**src/rtl/pwm_bank.sv**
```systemverilog
// -----------------------------------------------------------------------------
// pwm_bank
// -----------------------------------------------------------------------------
// Bank of NCH PWM channels sharing one period counter. Supports edge-aligned
// (sawtooth) and center-aligned (triangle) counting. Configuration is written
// into shadow registers and copied into the active registers at the end of
// each period, so a period in flight is never disturbed by a write. While the
// bank is disabled the active registers track the shadows every cycle.
//
// Ports
//   clk          : single clock, all state updates on the rising edge
//   reset        : synchronous, active-high; has priority over en and wr
//   en           : run enable; 0 stops, clears the counter and the outputs
//   mode         : 0 = edge-aligned, 1 = center-aligned (sampled at period end)
//   wr           : configuration write strobe
//   addr         : 0 = period, k in 1..NCH = duty of channel k-1, others ignored
//   wdata        : write data
//   pwm_mul      : registered PWM outputs, bit i = channel i
//   period_start : registered pulse, high in the cycle pwm_mul reflects cnt = 0
//
// Handshake: there is no back-pressure. A write is accepted on every rising
// edge where wr = 1 and reset = 0; an out-of-range address is dropped silently.
// -----------------------------------------------------------------------------
module pwm_bank #(
  parameter int          NCH        = 3,
  parameter int          WIDTH      = 16,
  parameter int unsigned PERIOD_RST = 99,
  parameter int          AW         = $clog2(NCH + 1)
) (
  input  logic             clk,
  input  logic             reset,
  input  logic             en,
  input  logic             mode,
  input  logic             wr,
  input  logic [AW-1:0]    addr,
  input  logic [WIDTH-1:0] wdata,
  output logic [NCH-1:0]   pwm_mul,
  output logic             period_start
);

  localparam logic [WIDTH-1:0] PERIOD_INIT = WIDTH'(PERIOD_RST);
  localparam logic [WIDTH-1:0] ONE         = WIDTH'(1);

  // Counter direction is the only piece of sequencing state.
  localparam logic [0:0] DIR_UP   = 1'b0;
  localparam logic [0:0] DIR_DOWN = 1'b1;

  // ---------------------------------------------------------------------------
  // State
  // ---------------------------------------------------------------------------
  logic [WIDTH-1:0] cnt_q, cnt_d;
  logic [0:0]       dir_q, dir_d;

  logic [WIDTH-1:0] period_sh_q, period_sh_d;
  logic [WIDTH-1:0] duty_sh_q [NCH];
  logic [WIDTH-1:0] duty_sh_d [NCH];

  logic [WIDTH-1:0] period_act_q, period_act_d;
  logic [WIDTH-1:0] duty_act_q [NCH];
  logic [WIDTH-1:0] duty_act_d [NCH];
  logic             mode_act_q, mode_act_d;

  logic [NCH-1:0]   pwm_q, pwm_d;
  logic             ps_q, ps_d;

  // ---------------------------------------------------------------------------
  // Configuration write decode
  // ---------------------------------------------------------------------------
  logic [31:0]    addr_ext;
  logic           wr_period;
  logic [NCH-1:0] wr_duty;

  assign addr_ext = 32'(addr);

  always_comb begin
    wr_period = wr && (addr_ext == 32'd0);
    for (int i = 0; i < NCH; i++) begin
      wr_duty[i] = wr && (addr_ext == 32'(i + 1));
    end
  end

  // Shadow next-state. The active registers load from these *_d values, which
  // forwards a write landing in the end-of-period cycle straight into the
  // next period.
  always_comb begin
    period_sh_d = wr_period ? wdata : period_sh_q;
    for (int i = 0; i < NCH; i++) begin
      duty_sh_d[i] = wr_duty[i] ? wdata : duty_sh_q[i];
    end
  end

  // ---------------------------------------------------------------------------
  // Period counter
  // ---------------------------------------------------------------------------
  logic eop;

  always_comb begin
    cnt_d = cnt_q;
    dir_d = dir_q;
    eop   = 1'b0;
    if (!en) begin
      cnt_d = '0;
      dir_d = DIR_UP;
    end else if (!mode_act_q) begin
      // Edge-aligned: 0 .. period_act, then wrap.
      dir_d = DIR_UP;
      if (cnt_q == period_act_q) begin
        eop   = 1'b1;
        cnt_d = '0;
      end else begin
        cnt_d = cnt_q + ONE;
      end
    end else if (dir_q == DIR_UP) begin
      if (cnt_q == period_act_q) begin
        // A period of 0 or 1 has no down leg: the top is also the last cycle.
        if (period_act_q <= ONE) begin
          eop   = 1'b1;
          cnt_d = '0;
        end else begin
          dir_d = DIR_DOWN;
          cnt_d = period_act_q - ONE;
        end
      end else begin
        cnt_d = cnt_q + ONE;
      end
    end else begin
      // Down leg ends at 1; 0 belongs to the next period.
      if (cnt_q <= ONE) begin
        eop   = 1'b1;
        cnt_d = '0;
        dir_d = DIR_UP;
      end else begin
        cnt_d = cnt_q - ONE;
      end
    end
  end

  // ---------------------------------------------------------------------------
  // Active register update: every cycle while disabled, else at period end.
  // ---------------------------------------------------------------------------
  logic load_act;

  assign load_act = !en || eop;

  always_comb begin
    period_act_d = load_act ? period_sh_d : period_act_q;
    mode_act_d   = load_act ? mode        : mode_act_q;
    for (int i = 0; i < NCH; i++) begin
      duty_act_d[i] = load_act ? duty_sh_d[i] : duty_act_q[i];
    end
  end

  // ---------------------------------------------------------------------------
  // Comparators and output registers. cnt never exceeds period_act, so a
  // plain unsigned compare gives constant-high for duty > period without
  // any overflow concern, even when period_act is all-ones.
  // ---------------------------------------------------------------------------
  always_comb begin
    for (int i = 0; i < NCH; i++) begin
      pwm_d[i] = en && (cnt_q < duty_act_q[i]);
    end
    ps_d = en && (cnt_q == '0) && (dir_q == DIR_UP);
  end

  always_ff @(posedge clk) begin
    if (reset) begin
      cnt_q        <= '0;
      dir_q        <= DIR_UP;
      period_sh_q  <= PERIOD_INIT;
      period_act_q <= PERIOD_INIT;
      mode_act_q   <= 1'b0;
      pwm_q        <= '0;
      ps_q         <= 1'b0;
      for (int i = 0; i < NCH; i++) begin
        duty_sh_q[i]  <= '0;
        duty_act_q[i] <= '0;
      end
    end else begin
      cnt_q        <= cnt_d;
      dir_q        <= dir_d;
      period_sh_q  <= period_sh_d;
      period_act_q <= period_act_d;
      mode_act_q   <= mode_act_d;
      pwm_q        <= pwm_d;
      ps_q         <= ps_d;
      for (int i = 0; i < NCH; i++) begin
        duty_sh_q[i]  <= duty_sh_d[i];
        duty_act_q[i] <= duty_act_d[i];
      end
    end
  end

  assign pwm_mul      = pwm_q;
  assign period_start = ps_q;

endmodule

```
**config.mk**
```make
export PLATFORM = sky130hd
export DESIGN_NAME = pwm_bank
export DESIGN_NICKNAME = d
export VERILOG_FILES = /design/src/rtl/pwm_bank.sv
export SDC_FILE = /design/constraint.sdc
export NUM_CORES = 1
export LEC_CHECK = 0
export ABC_AREA = 1
export BUFFER_PORTS_ARGS = -buffer_cell sky130_fd_sc_hd__buf_2
export CAP_MARGIN = 20
export CORE_MARGIN = 5
export CORE_UTILIZATION = 40
export DETAILED_ROUTE_END_ITERATION = 12
export HOLD_SLACK_MARGIN = 0.15
export PLACE_DENSITY = 0.55
export SLEW_MARGIN = 25
export SYNTH_ARGS = -nofsm -noshare
export SYNTH_HDL_FRONTEND = slang
export SYNTH_SLANG_ARGS = --single-unit
```
**constraint.sdc**
```tcl
create_clock -name clk -period 4.6 [get_ports clk]
set_input_delay 0.46 -clock clk [delete_from_list [all_inputs] [get_ports clk]]
set_output_delay 0.46 -clock clk [all_outputs]
set_load 0.02 [all_outputs]
```
==> summary.md <==
| Metric | Value |
|---|---|
| Status | `finished clean` |
| Worst Hold Launch | `mode` |
| Area of the mapped netlist | `8840 µm²` |
| IO buf count | `26` |
| RSZ-0062 raised after global routing | `false` |
| Die Footprint | `25200 µm²` |
| Power Density | `339 nW/µm²` |
| Period utilisation layout | `65.4%` |
| Die X | `159 µm` |
| Clock root buffer | `clkbuf_16` |
| Commonest non-fill, non-tap cell in the layout | `nand2_1` |
| Slew Viols, Final | `0` |
| Top Ports | `27` |
| Final Skew | `0.0138 ns` |
| Global-route usage over all layers | `20.5%` |
| Fin worst setup slack | `1.59 ns` |
| Area Growth Syn to Fin | `9.67%` |
| Max cap viols | `0` |
| Crit path buf inv count | `3` |
| Ant. Diodes | `0` |
| Layout cells sized above 1 | `7.72%` |
| CP max stage delay | `0.64 ns` |
| CP startpoint kind | `register` |
| Worst-Margin Slew | `0.917 ns` |
| Critical path origin | `cnt_q[0]` |
| Commonest non-fill, non-tap cells in the layout | `322 x nand2_1, 212 x inv_1, 182 x nor2_1` |
| FF-to-FF setup slack | `1.59 ns` |
| Initial DRC Count | `672` |
| Share of the synthesized area in the top cell type | `34.0%` |
| Most frequent CP cell | `nor2_1` |
| Remaining Overflow, GRT | `0` |
| Cell taking the most area after synthesis | `dfxtp_1` |
| First-pass GRT wire length | `40.5 mm` |
| Slowest-stage cell, CP | `nand2_4` |
| Crit. End Element | `register` |
| Crit path time final | `3.01 ns` |
| Post-DP HPWL | `17.7 mm` |
| Overall via count from detail_route | `8122` |
| Max H-tree Level | `4` |
| Largest net degree at the start of global routing | `79` |
| VDD IR-drop max | `0.000237 V` |
| Hold/Removal Path Class | `in2reg` |
| Post-CTS Setup Repair Bufs | `0` |
| Placement Setup Slack | `1.65 ns` |
| Die height | `159 µm` |
| Required time of the critical path | `4.93 ns` |
| Remaining DRCs | `0` |
| GP Congestion | `0.962` |
| Fin nets | `1447` |
| Setup TNS | `0 ns` |
| Core footprint | `21800 µm²` |
| Drt wl/cell | `14.8 µm` |
| Core Rows | `54` |
| CTS tree | `yes` |
| Initial Util | `40.5%` |
| Reg-to-Reg Start | `cnt_q[0]` |
| Maximum clock insertion buffer count | `2` |
| Initial antenna violation count | `0` |
| Antenna Nets Post-Route | `0` |
| Post-Route WL | `24.7 mm` |
| First-pass detailed-route iteration total | `5` |
| Setup violators final | `0` |
| Critical Path Fanout Max | `78` |
| Arr. time, crit path | `3.33 ns` |
| Resize count post-CTS | `0` |
| YS warnings | `0` |
| Hold violation total from the final report | `0` |
| CTS buffer count | `17` |
| Vias in the first global route | `7437` |
| Pleak | `5.19 nW` |
| Worst-path clk slew | `0.07 ns` |
| Synth unique cells | `33` |
| Relative slew slack | `38.7%` |
| Seq/Total Area, Yosys | `34.0%` |
| Hold bufs inserted after CTS | `0` |
| Final hold slack | `0.304 ns` |
| Delay-heaviest family, CP | `simple AND/OR/NAND/NOR gates` |
| Syn Area/Cell | `6.39 µm²` |
| DR vias/cell | `4.88` |
| Cell count after synthesis | `1384` |
| Fmax | `332 MHz` |
| CP Cell Sequence | `inv_2 > ha_1 > nor2_1 > nor2_1 > nand3_1 > nand2_1 > inv_2 > nor2_2 > nand2_4 > buf_4 > nand3_1 > nand2_1 > nor2_1` |
| Syn Nets | `1458` |
| Area contributors post-synth | `dfxtp_1 34%, nand2_1 14%, inv_1 9.0%, nor2_1 7.7%, nand3_1 7.2%` |
| Clk Latency, worst-skew pair | `0.43 ns` |
| CTS sink cnt | `150` |
| Synthesized flop and latch total | `150` |
| CP Class | `reg2reg` |
-- tightest hold or removal path: cells and delay by family --
kind                   cells  cell delay (ns)
AO/OA/AOI/OAI              1             0.07
buffers and inverters      2             0.15
-- registers in the layout, indices dropped and copies added, names as in the netlist --
| name | flops |
|---|---|
| period_sh_q | 16 |
| period_act_q | 16 |
| mode_act_q | 1 |
| period_start | 1 |
| dir_q | 1 |
| duty_act_q | 48 |
| duty_sh_q | 48 |
| pwm_mul | 3 |
| cnt_q | 16 |
-- synth_stat cells (all sizes together) --
| library cell | instances |
|---|---|
| nor4 | 1 |
| nand3b | 3 |
| xor2 | 25 |
| and2 | 4 |
| clkbuf | 38 |
| dfxtp | 150 |
| nor2 | 189 |
| nand4 | 14 |
| nor3 | 8 |
| o21bai | 1 |
| a21oi | 96 |
| buf | 27 |
| or2 | 1 |
| clkinv | 2 |
| a31oi | 1 |
| xnor2 | 1 |
| o21ai | 86 |
| a21boi | 2 |
| nand2 | 325 |
| nand3 | 128 |
| ha | 51 |
| inv | 230 |
| o211ai | 1 |
-- cell type report --
| class | count | area (µm²) |
|---|---|---|
| fill | 2356 | 12100 |
| multi-input combinational | 937 | 4660 |
| sequential | 150 | 3000 |
| inverter | 232 | 873 |
| clock buffer | 17 | 425 |
| tap | 280 | 350 |
| timing repair buffer | 35 | 210 |
| clock inverter | 15 | 174 |
-- report_power, final --
part / switching (mW) / total, mW / leakage [nW] / internal, mW
registers: 0.0389 / 1.41 / 1.23 / 1.37
clock network: 0.676 / 1.41 / 0.294 / 0.736
logic: 0.302 / 0.461 / 3.67 / 0.159
-- routing by layer --
metal	wire [µm]	up-vias	part of all wire [%]	GRT usage [%]
li1	-	4290	-	-
met1	13000	3653	53	31.9
met2	10300	157	42	29.1
met5	0	-	0	0
met3	1030	22	4.2	2.96
met4	322	0	1.3	5.56
-- cell families after synthesis --
kind of cell,after synthesis,synth area share [%]
AND/OR/NAND/NOR,673,31.7
flip-flops,150,34.0
XOR/XNOR,26,2.58
buffers and inverters,297,13.4
adder cells (fa/ha/maj),51,7.22
AO/OA/AOI/OAI,187,11.1
-- path summary, 6_finish.rpt --
kind,depth (start not counted),to
worst max-delay path,13,duty_act_q[0][25]
worst min-delay path,3,mode_act_q
worst max register to register,13,duty_act_q[0][25]
worst min register to register,4,duty_act_q[0][16]
-- per-stage QoR --
step                      power [mW]  instances  utilization [%]  cell area [µm²]
after floorplan                 1.77       1384                -             8840
after global placement          1.90       1634             41.7             9090
after detailed placement        1.90       1634             41.7             9090
after CTS                       3.32       1666             44.4             9690
after global routing            3.46       1666             44.4             9690
final                           3.28       1666             44.4             9690
Note: power is estimated with default switching activity, not from simulation.
